<file path="src/rtl/sa_act_skewer_if.sv">
// Activation input stream for the systolic-array skewer.
// The master drives vectors in; the slave (skewer) returns s_ready.
interface sa_act_skewer_if #(
    parameter int ROWS   = 4,
    parameter int DATA_W = 4
) ();
    logic                   s_valid;
    logic                   s_ready;
    logic                   s_last;
    logic [ROWS*DATA_W-1:0] s_data;

    modport master (
        output s_valid,
        output s_last,
        output s_data,
        input  s_ready
    );

    modport slave (
        input  s_valid,
        input  s_last,
        input  s_data,
        output s_ready
    );
endinterface

</file>
<file path="src/rtl/sa_act_skewer.sv">
// Activation skewer feeding the left edge of the systolic MAC array.
// Each accepted vector is pushed into a shared slot register, then lane r
// delays it by a further r+1 registers, producing the diagonal wavefront.
// A per-lane valid bit travels with the data. Bubbles (zero data, valid=0)
// are pushed on every cycle without an accept; the chains never stall.
// Optional macro SA_SKEW_BUBBLE_CNT_EN enables the input-starvation counter
// on bubble_cnt; without it bubble_cnt is tied to zero.
module sa_act_skewer #(
    parameter int ROWS   = 4,
    parameter int DATA_W = 4
) (
    input  logic                   clk,
    input  logic                   rst,
    input  logic                   hold,
    sa_act_skewer_if.slave         s,
    output logic [ROWS*DATA_W-1:0] a_out,
    output logic [ROWS-1:0]        a_vld,
    output logic                   busy,
    output logic                   done,
    output logic                   err,
    output logic [15:0]            bubble_cnt
);

    localparam int                 CNT_W      = (ROWS > 1) ? $clog2(ROWS) : 1;
    localparam logic [CNT_W-1:0]   FLUSH_LOAD = CNT_W'(ROWS - 1);
    localparam logic [CNT_W-1:0]   FLUSH_LAST = CNT_W'(1);

    typedef enum logic [1:0] {
        IDLE,
        STREAM,
        FLUSH
    } state_t;

    state_t                 state;
    logic [CNT_W-1:0]       flush_cnt;
    logic                   accept;
    logic                   done_pre;
    logic [ROWS*DATA_W-1:0] slot_d;
    logic                   slot_v;

    // s_ready is combinational because hold must gate acceptance in the
    // same cycle; rst is included so the port reads 0 while in reset.
    assign s.s_ready = !rst && ((state == STREAM) || ((state == IDLE) && !hold));
    assign accept    = s.s_valid && s.s_ready;

    // Frame FSM with flush counter, registered busy/done and sticky error.
    // done_pre marks the edge before lane ROWS-1 shows the last vector, so the
    // registered done lines up with that lane.
    always_ff @(posedge clk or posedge rst) begin
        if (rst) begin
            state     <= IDLE;
            flush_cnt <= '0;
            busy      <= 1'b0;
            done_pre  <= 1'b0;
            done      <= 1'b0;
            err       <= 1'b0;
        end else begin
            busy     <= (state != IDLE);
            done     <= done_pre;
            done_pre <= 1'b0;
            if (hold && (state != IDLE)) begin
                err <= 1'b1;
            end
            case (state)
                IDLE, STREAM: begin
                    if (accept) begin
                        if (s.s_last) begin
                            if (ROWS > 1) begin
                                state     <= FLUSH;
                                flush_cnt <= FLUSH_LOAD;
                            end else begin
                                state    <= IDLE;
                                done_pre <= 1'b1;
                            end
                        end else begin
                            state <= STREAM;
                        end
                    end
                end
                FLUSH: begin
                    if (flush_cnt == FLUSH_LAST) begin
                        state    <= IDLE;
                        done_pre <= 1'b1;
                    end else begin
                        flush_cnt <= flush_cnt - FLUSH_LAST;
                    end
                end
                default: state <= IDLE;
            endcase
        end
    end

    // Shared push slot: accepted data with valid, otherwise a zero bubble.
    always_ff @(posedge clk or posedge rst) begin
        if (rst) begin
            slot_d <= '0;
            slot_v <= 1'b0;
        end else begin
            slot_d <= accept ? s.s_data : '0;
            slot_v <= accept;
        end
    end

    for (genvar r = 0; r < ROWS; r++) begin : g_lane
        logic [DATA_W-1:0] d_q [r+1];
        logic              v_q [r+1];

        // Lane r delay chain of r+1 stages for data and valid.
        always_ff @(posedge clk or posedge rst) begin
            if (rst) begin
                for (int unsigned k = 0; k <= r; k++) begin
                    d_q[k] <= '0;
                    v_q[k] <= 1'b0;
                end
            end else begin
                d_q[0] <= slot_d[r*DATA_W +: DATA_W];
                v_q[0] <= slot_v;
                for (int unsigned k = 1; k <= r; k++) begin
                    d_q[k] <= d_q[k-1];
                    v_q[k] <= v_q[k-1];
                end
            end
        end

        assign a_out[r*DATA_W +: DATA_W] = d_q[r];
        assign a_vld[r]                  = v_q[r];
    end

`ifdef SA_SKEW_BUBBLE_CNT_EN
    logic [15:0] bub_q;

    // Starvation counter: STREAM cycles with no input, cleared on a frame's
    // first accept, saturating at all-ones.
    always_ff @(posedge clk or posedge rst) begin
        if (rst) begin
            bub_q <= '0;
        end else if ((state == IDLE) && accept) begin
            bub_q <= '0;
        end else if ((state == STREAM) && !s.s_valid && (bub_q != '1)) begin
            bub_q <= bub_q + 16'd1;
        end
    end

    assign bubble_cnt = bub_q;
`else
    assign bubble_cnt = '0;
`endif

endmodule

</file>
<file path="src/flat_wrapper.sv">
// flat-port wrapper written by rule: the top's interface ports become plain ports
module sa_act_skewer_flat 
#(
    parameter int ROWS   = 4,
    parameter int DATA_W = 4
)
  (clk, rst, hold, a_out, a_vld, busy, done, err, bubble_cnt, s_s_valid, s_s_last, s_s_data, s_s_ready);
  sa_act_skewer_if #(.ROWS(ROWS), .DATA_W(DATA_W)) s_i ();
  input  logic clk;
  input  logic rst;
  input  logic hold;
  output logic [ROWS*DATA_W-1:0] a_out;
  output logic [ROWS-1:0] a_vld;
  output logic busy;
  output logic done;
  output logic err;
  output logic [15:0] bubble_cnt;
  input wire logic [$bits(s_i.s_valid)-1:0] s_s_valid;
  input wire logic [$bits(s_i.s_last)-1:0] s_s_last;
  input wire logic [$bits(s_i.s_data)-1:0] s_s_data;
  output wire logic [$bits(s_i.s_ready)-1:0] s_s_ready;
  assign s_i.s_valid = s_s_valid;
  assign s_i.s_last = s_s_last;
  assign s_i.s_data = s_s_data;
  assign s_s_ready = s_i.s_ready;
  sa_act_skewer #(.ROWS(ROWS), .DATA_W(DATA_W)) u_core (.clk(clk), .rst(rst), .hold(hold), .s(s_i), .a_out(a_out), .a_vld(a_vld), .busy(busy), .done(done), .err(err), .bubble_cnt(bubble_cnt));
endmodule
</file>
<file path="config.mk">
export PLATFORM = sky130hd
export DESIGN_NAME = sa_act_skewer_flat
export DESIGN_NICKNAME = d
export VERILOG_FILES = /design/src/rtl/sa_act_skewer_if.sv /design/src/rtl/sa_act_skewer.sv /design/src/flat_wrapper.sv
export SDC_FILE = /design/constraint.sdc
export NUM_CORES = 1
export LEC_CHECK = 0
export CAP_MARGIN = 20
export CORE_MARGIN = 1.5
export CORE_UTILIZATION = 47
export CTS_CLUSTER_SIZE = 30
export DETAILED_ROUTE_END_ITERATION = 16
export PLACE_DENSITY_LB_ADDON = 0.2
export SYNTH_ARGS = -nofsm -noshare
export SYNTH_HDL_FRONTEND = slang
export SYNTH_SLANG_ARGS = --single-unit
</file>
<file path="constraint.sdc">
create_clock -name clk -period 3.3 [get_ports clk]
set_input_delay 0.825 -clock clk [delete_from_list [all_inputs] [get_ports clk]]
set_output_delay 0.825 -clock clk [all_outputs]
set_load 0.05 [all_outputs]
</file>
== Yosys cells after proc, flatten, opt, wreduce, memory -nomap -nowiden ==
Index checks and enable logic that the tools add are counted.

* Flip-flop bits (word level): 69
* Output and inout bits: 40

* Add/sub/neg operators: 1
* Eq/ne operators: 7
* Muxes and demuxes: 11
* Reductions and logical operators: 13

{| class="wikitable"
|+ Operators with widths
! kind !! count
|-
| two-way mux 16 bit || 1
|-
| two-way mux 2 bit || 6
|-
| one-hot mux 2 bit (2 select lines) || 2
|-
| equality test 2 x 1 -> 1 bit (second input constant) || 2
|-
| logical AND 1 bit || 4
|-
| inequality test 2 x 1 -> 1 bit (second input constant) || 2
|-
| inequality test 2 bit (second input constant) || 2
|-
| AND reduction 4 bit || 1
|-
| nonzero test 2 bit || 2
|-
| equality test 2 bit (second input constant) || 1
|-
| zero test 1 bit || 2
|-
| zero test 2 bit || 1
|-
| two-way mux 1 bit || 2
|-
| AND reduction 2 bit || 1
|-
| OR reduction 2 bit || 1
|-
| subtractor 2 x 1 -> 2 bit (second input constant) || 1
|-
| logical OR 1 bit || 1
|}

== Longest topological paths before layout ==
Gate-level depths: netlist of the first run.

* Depth after elaboration: 7
* Depth in mapped cells: 5
* Depth with buffers taken out: 5

== Least setup slack after synthesis of the first run ==
No wires, ideal clock.

* Path type: input to output
* Start point: input hold
* End point: output s_s_ready
* Data arrival time: 2.029 ns
* Slack: 0.446 ns
* Stages: 2
* Buffers on the path: 0
* Cell sequence: nor2b_1 nor3_1

* Longest elaborated chain between the ends: 4

{| class="wikitable"
|+ Ends and longest elaborated chain
! what !! line !! text
|-
| start: declaration || flat_wrapper.sv:11 || <nowiki>input logic hold;</nowiki>
|-
| zero test 1 bit || sa_act_skewer.sv:43 || <nowiki>assign s.s_ready = !rst && ((state == STREAM) || ((state == IDLE) && !hold));</nowiki>
|-
| logical AND 1 bit || sa_act_skewer.sv:43 ||
|-
| logical OR 1 bit || sa_act_skewer.sv:43 ||
|-
| logical AND 1 bit || sa_act_skewer.sv:43 ||
|-
| end: declaration || flat_wrapper.sv:21 || <nowiki>output wire logic [$bits(s_i.s_ready)-1:0] s_s_ready;</nowiki>
|}

No other way between the ends.

== Worst setup path after layout of the first run ==
Ends and elaborated chain as after synthesis.

==> results.toml, run 1 <==
[route]
drtIter0Drc = 54
dr.pass1.iters = 4
vias_per_cell = 4.42
drtAntennaViolNets = 0
drc = 0
m1WireLength_mm = 1.12
routed_wl_mm = 3.02
top_layer = "met4"
routed-wl-met3_um = 278
wire_per_inst_um = 12.7
routed-wl-met2_mm = 1.57
vias = 1053

[place]
portBuffers = 44
place_congestion = 0.646
detailed_place.area_um2 = 2590
dp_hpwl_mm = 2.14

[job]
maxCapViolCount = 0

[clocking]
clk_pin_slew_worst_paths_ps = 60
cts-resized-gates = 0
clock_latency_ps = 320
numCtsBuffers = 9
cts_tree = "built"
root_buffer = "clkbuf_8"
htree_levels = 3
clock_path_buffers = 2
clock_sinks = 69
post_cts.repair.setup_buffers = 0
cts_hold_buffers = 0

[setup_path]
cp_data_required_time_ps = 2470
worstPathMaxFanout = 4
crit_path_start_kind = "input pin"
cp.arrival_ps = 1960
worstReg2RegStart = "u_core.state[0]"
startpoint = "hold"
crit_type = "input pin to primary output"
worst_setup_path_end_kind = "primary output"

[logic_synthesis]
ys_seq_area_frac = 0.774
synth_warnings = 0
synth_seq_cells = 69
synth_cells = 141
avgSynthCellArea_um2 = 15.8
synth.distinct_cells = 22
synth_area_um2 = 2230

[timing]
slew_headroom = 0.623
setup_viol = 0
max_freq_ghz = 0.359
setup-tns-final_ps = 0
finalClockSkew_ps = 3.37
hold_viol_final = 0
period_share = 0.843
rsz0062_at_grt = "false"
layout_min_cycle_time_ps = 2780
slew_violations = 0
worstMarginPinSlew_ps = 564

[pwr]
p_leak_nw = 1.38
seqPwrFrac = 0.500
irDropWorstVdd_mv = 0.381
swShare = 0.252
power_switching_uw = 469
intPower_mw = 1.40
p_total_mw = 1.86
pwr-share-clk = 0.358
comb_power_share = 0.143
powerDensity_nw_per_um2 = 669

[cells_and_area]
drive_above_1_share = 0.113
final_common_cell = "dfrtp_1"
diodes = 0
layout_common_cells = "69 x dfrtp_1, 43 x clkdlybuf4s50_1, 16 x and2_1, 16 x conb_1, 12 x clkbuf_8"
fin_area_um2 = 2790
final_nets = 205
final_core_util = 0.623
syn_to_final_growth_pct = 25.0

[floorplanning]
num_io_pins = 61
die_area_um2 = 5170
core_area_um2 = 4470
start_util = 0.499
fp.dieW_um = 71.9
fp.dieH_um = 71.9
rows = 24

[grt]
grt_pass1_vias = 1116
grt_first_pass_wirelength_mm = 5.17
grt_usage = 0.140
antenna_found_initial = 0
grt_overflow_total = 0
grt_max_degree = 27

[hold_path]
min-delay-start = "u_core.g_lane[1].d_q[5]"
hold_path.class = "flop to flop"

[outcome]
outcome = "complete, no violations"
-- kinds of logic after synthesis --
| logic type | count (synthesis) | synth area share |
|---|---|---|
| AOI/OAI and AO/OA | 6 | 0.0179 |
| adders and majority gates | 1 | 0.00561 |
| buffers and inverters | 33 | 0.108 |
| DFF | 69 | 0.774 |
| other | 1 | 0.00168 |
| and+or+nand+nor | 31 | 0.0931 |
-- final timing paths --
kind                       cells after the start  slack, ps                       to
max in group asynchronous                      3       1710  u_core.g_lane[2].v_q[1]
hold / removal                                 0        350          u_core.a_out[5]
hold reg to reg                                0        350          u_core.a_out[5]
setup / recovery                               4        520                s_s_ready
min in group asynchronous                      2        910               u_core.err
setup reg to reg                               3       1930         u_core.slot_d[1]
-- power by group through the flow --
| stage | clock network, mW | logic [mW] | registers, mW |
|---|---|---|---|
| detailed placement | 0 | 0.268 | 0.948 |
| global route | 0.728 | 0.287 | 0.939 |
| floorplan | 0 | 0.172 | 0.972 |
| global placement | 0 | 0.254 | 0.941 |
| finish | 0.666 | 0.266 | 0.932 |
| CTS | 0.687 | 0.270 | 0.933 |
-- synth_stat cells --
library cell | number | area [um2]
dfrtp_1 | 69 | 1730
nor3b_2 | 1 | 12.5
conb_1 | 1 | 3.75
nor2b_1 | 2 | 12.5
or3b_1 | 1 | 8.76
buf_4 | 29 | 218
and3b_1 | 1 | 8.76
nor2_1 | 3 | 11.3
and2_1 | 16 | 100
buf_6 | 1 | 11.3
nor2b_2 | 1 | 8.76
nand2b_1 | 1 | 6.26
nor3_1 | 2 | 10.0
a211oi_1 | 2 | 15.0
inv_1 | 3 | 11.3
or2_2 | 1 | 6.26
ha_1 | 1 | 12.5
a21o_1 | 1 | 7.51
o31ai_1 | 1 | 7.51
nor3b_4 | 1 | 18.8
nand2_1 | 1 | 3.75
a21oi_1 | 2 | 10.0
-- critical path, stage by stage --
cell and delay, ps:
clkdlybuf4s50_1 460, nor2b_1 190, nor3_1 290, buf_12 190
-- layout make-up --
| type | count | area (um2) |
|---|---|---|
| Clock buffer | 13 | 169 |
| Clock inverter | 1 | 30.0 |
| Fill cell | 341 | 1690 |
| Inverter | 3 | 11.3 |
| Multi-Input combinational cell | 54 | 320 |
| Sequential cell | 69 | 1730 |
| Tap cell | 52 | 65.1 |
| Timing Repair Buffer | 46 | 465 |
-- flip-flops by register name, indices dropped and copies added (netlist names) --
register / count
u_core.busy: 1
u_core.err: 1
u_core.g_lane.d_q: 28
u_core.a_out: 12
u_core.done_pre: 1
u_core.slot_d: 16
u_core.flush_cnt: 2
u_core.slot_v: 1
u_core.state: 2
u_core.done: 1
u_core.g_lane.v_q: 3
u_core.a_vld: 1
-- metrics by stage --
step	hold slack [ps]	setup WS, ps	cells
after CTS	346	502	238
after detailed placement	335	502	224
final	347	517	238
after floorplan	331	446	156
after global placement	331	552	224
after global routing	353	440	238
-- metal layers --
layer,up-vias,global-route usage
li1,477,-
met1,514,0.156
met2,55,0.218
met3,7,0.0583
met4,0,0.0985
met5,-,0
(Power assumes the default switching activity.)
==> run 2, diff against run 1 <==
==> constraint.sdc (replaced) <==
create_clock -name clk -period 2.76 [get_ports clk]
set_input_delay 0.69 -clock clk [delete_from_list [all_inputs] [get_ports clk]]
set_output_delay 0.69 -clock clk [all_outputs]
set_load 0.05 [all_outputs]
==> run 2 against run 1 <==
Wire length increased by 3.5%; via count decreased by 1.0%; setup slack worse by 260 ps; sequential share of layout area grew 0.45 points; core utilization fell by 0.45 points; final area down 0.72%; register-to-register slack lost 530 ps; combinational power increased by 20%; worst hold slack about the same; critical path depth is the same; largest cell class unchanged.
==> results.toml, run 2 (synthesis results as in run 1) <==
[grt]
grt_overflow_total = 0
grt_usage = 0.140
grt_max_degree = 47
antenna_found_initial = 0
grt_first_pass_wirelength_mm = 5.10
grt_pass1_vias = 1093

[cells_and_area]
largest_reg_flops = 28
final_common_cell = "dfrtp_1"
layout_common_cells = "69 x dfrtp_1, 43 x clkdlybuf4s50_1, 16 x and2_1, 16 x conb_1, 9 x clkbuf_8"
largest_register = "u_core.g_lane.d_q"
final_nets = 204
final_core_util = 0.619
diodes = 0
syn_to_final_growth_pct = 24.1
drive_above_1_share = 0.0968
fill_cells = 334

[place]
dp_hpwl_mm = 2.14
place_congestion = 0.651
portBuffers = 44

[timing]
finalClockSkew_ps = 2.18
setup_viol = 0
rsz0062_at_grt = "false"
max_freq_ghz = 0.399
setup-tns-final_ps = 0
slew_violations = 0
period_share = 0.909
hold_viol_final = 0
layout_min_cycle_time_ps = 2510
worstMarginPinSlew_ps = 534
slew_headroom = 0.643

[route]
m1WireLength_mm = 1.26
wire_per_inst_um = 13.1
routed-wl-met3_um = 255
dr.pass1.iters = 2
routed_wl_mm = 3.13
routed-wl-met2_mm = 1.55
top_layer = "met4"
vias = 1042
drtIter0Drc = 94
drc = 0
drtAntennaViolNets = 0
vias_per_cell = 4.38

[hold_path]
hold_path.class = "flop to flop"

[floorplanning]
rows = 24
num_io_pins = 61
core_area_um2 = 4470
fp.dieH_um = 71.9
fp.dieW_um = 71.9
start_util = 0.499
die_area_um2 = 5170

[clocking]
clock_latency_ps = 320
clock_path_buffers = 2
cts-resized-gates = 0
numCtsBuffers = 9
post_cts.repair.setup_buffers = 0
htree_levels = 3
clock_sinks = 69
root_buffer = "clkbuf_8"
cts_tree = "built"
clk_pin_slew_worst_paths_ps = 60
cts_hold_buffers = 0

[setup_path]
cp_data_required_time_ps = 2070
worstPathMaxFanout = 4
crit_path_start_kind = "input pin"
crit_type = "input pin to primary output"
cp.arrival_ps = 1820
worst_setup_path_end_kind = "primary output"

[outcome]
outcome = "complete, no violations"

[pwr]
powerDensity_nw_per_um2 = 782
p_leak_nw = 1.37
irDropWorstVdd_mv = 0.424

[job]
maxCapViolCount = 0
## run 2: cell types whose count changed in the layout (fill, tap and decap cells not counted)
cell / before / now
buf_12: 1 / 2
clkinv_2: 0 / 1
clkbuf_1: 1 / 4
buf_4: 2 / 0
clkbuf_8: 12 / 9
## run 2: layer usage
layer / up-vias / GRT usage
met5: - / 0
met1: 507 / 0.155
met2: 54 / 0.213
li1: 474 / -
met4: 0 / 0.0818
met3: 7 / 0.0792
## run 2: through the flow
stage               worst slack, ps  area (um2)  cells  hold WS [ps]  power, mW
finish                          252        2770    238           347       2.16
global route                    179        2770    238           356       2.27
CTS                             244        2770    238           349       2.19
detailed placement              265        2590    223           335       1.45
global placement                281        2590    223           332       1.43
floorplan                       176        2290    156           331       1.37
## run 2: critical path, stage by stage
cell and delay, ps:
clkdlybuf4s50_1 450, nor2b_1 190, nor3_1 300, buf_12 190
## run 2: layout make-up
type                    count  area, um2  area share
repair buffers             45        470       0.170
clock inverters             2       35.0      0.0127
flip-flops and latches     69       1730       0.624
clock buffers              13        139      0.0502
well taps                  52       65.1      0.0235
inverters                   3       11.3     0.00407
multi-input cells          54        320       0.116
## run 2: path summary, 6_finish.rpt
| kind | depth (start not counted) | end | slack [ps] | from |
|---|---|---|---|---|
| hold / removal | 0 | u_core.a_out[12] | 350 | u_core.g_lane[3].d_q[4] |
| min in group asynchronous | 2 | u_core.state[0] | 830 | rst |
| setup reg to reg | 4 | u_core.flush_cnt[1] | 1400 | u_core.flush_cnt[0] |
| max in group asynchronous | 3 | u_core.slot_d[14] | 1320 | rst |
| hold reg to reg | 0 | u_core.a_out[12] | 350 | u_core.g_lane[3].d_q[4] |
| setup / recovery | 4 | s_s_ready | 250 | hold |
## run 2: report_power, final
group          switching, mW  internal [mW]  leakage (nW)  total, mW
registers             0.0343           1.08         0.932       1.11
clock network          0.320          0.412        0.0875      0.733
logic                  0.211          0.107         0.350      0.318
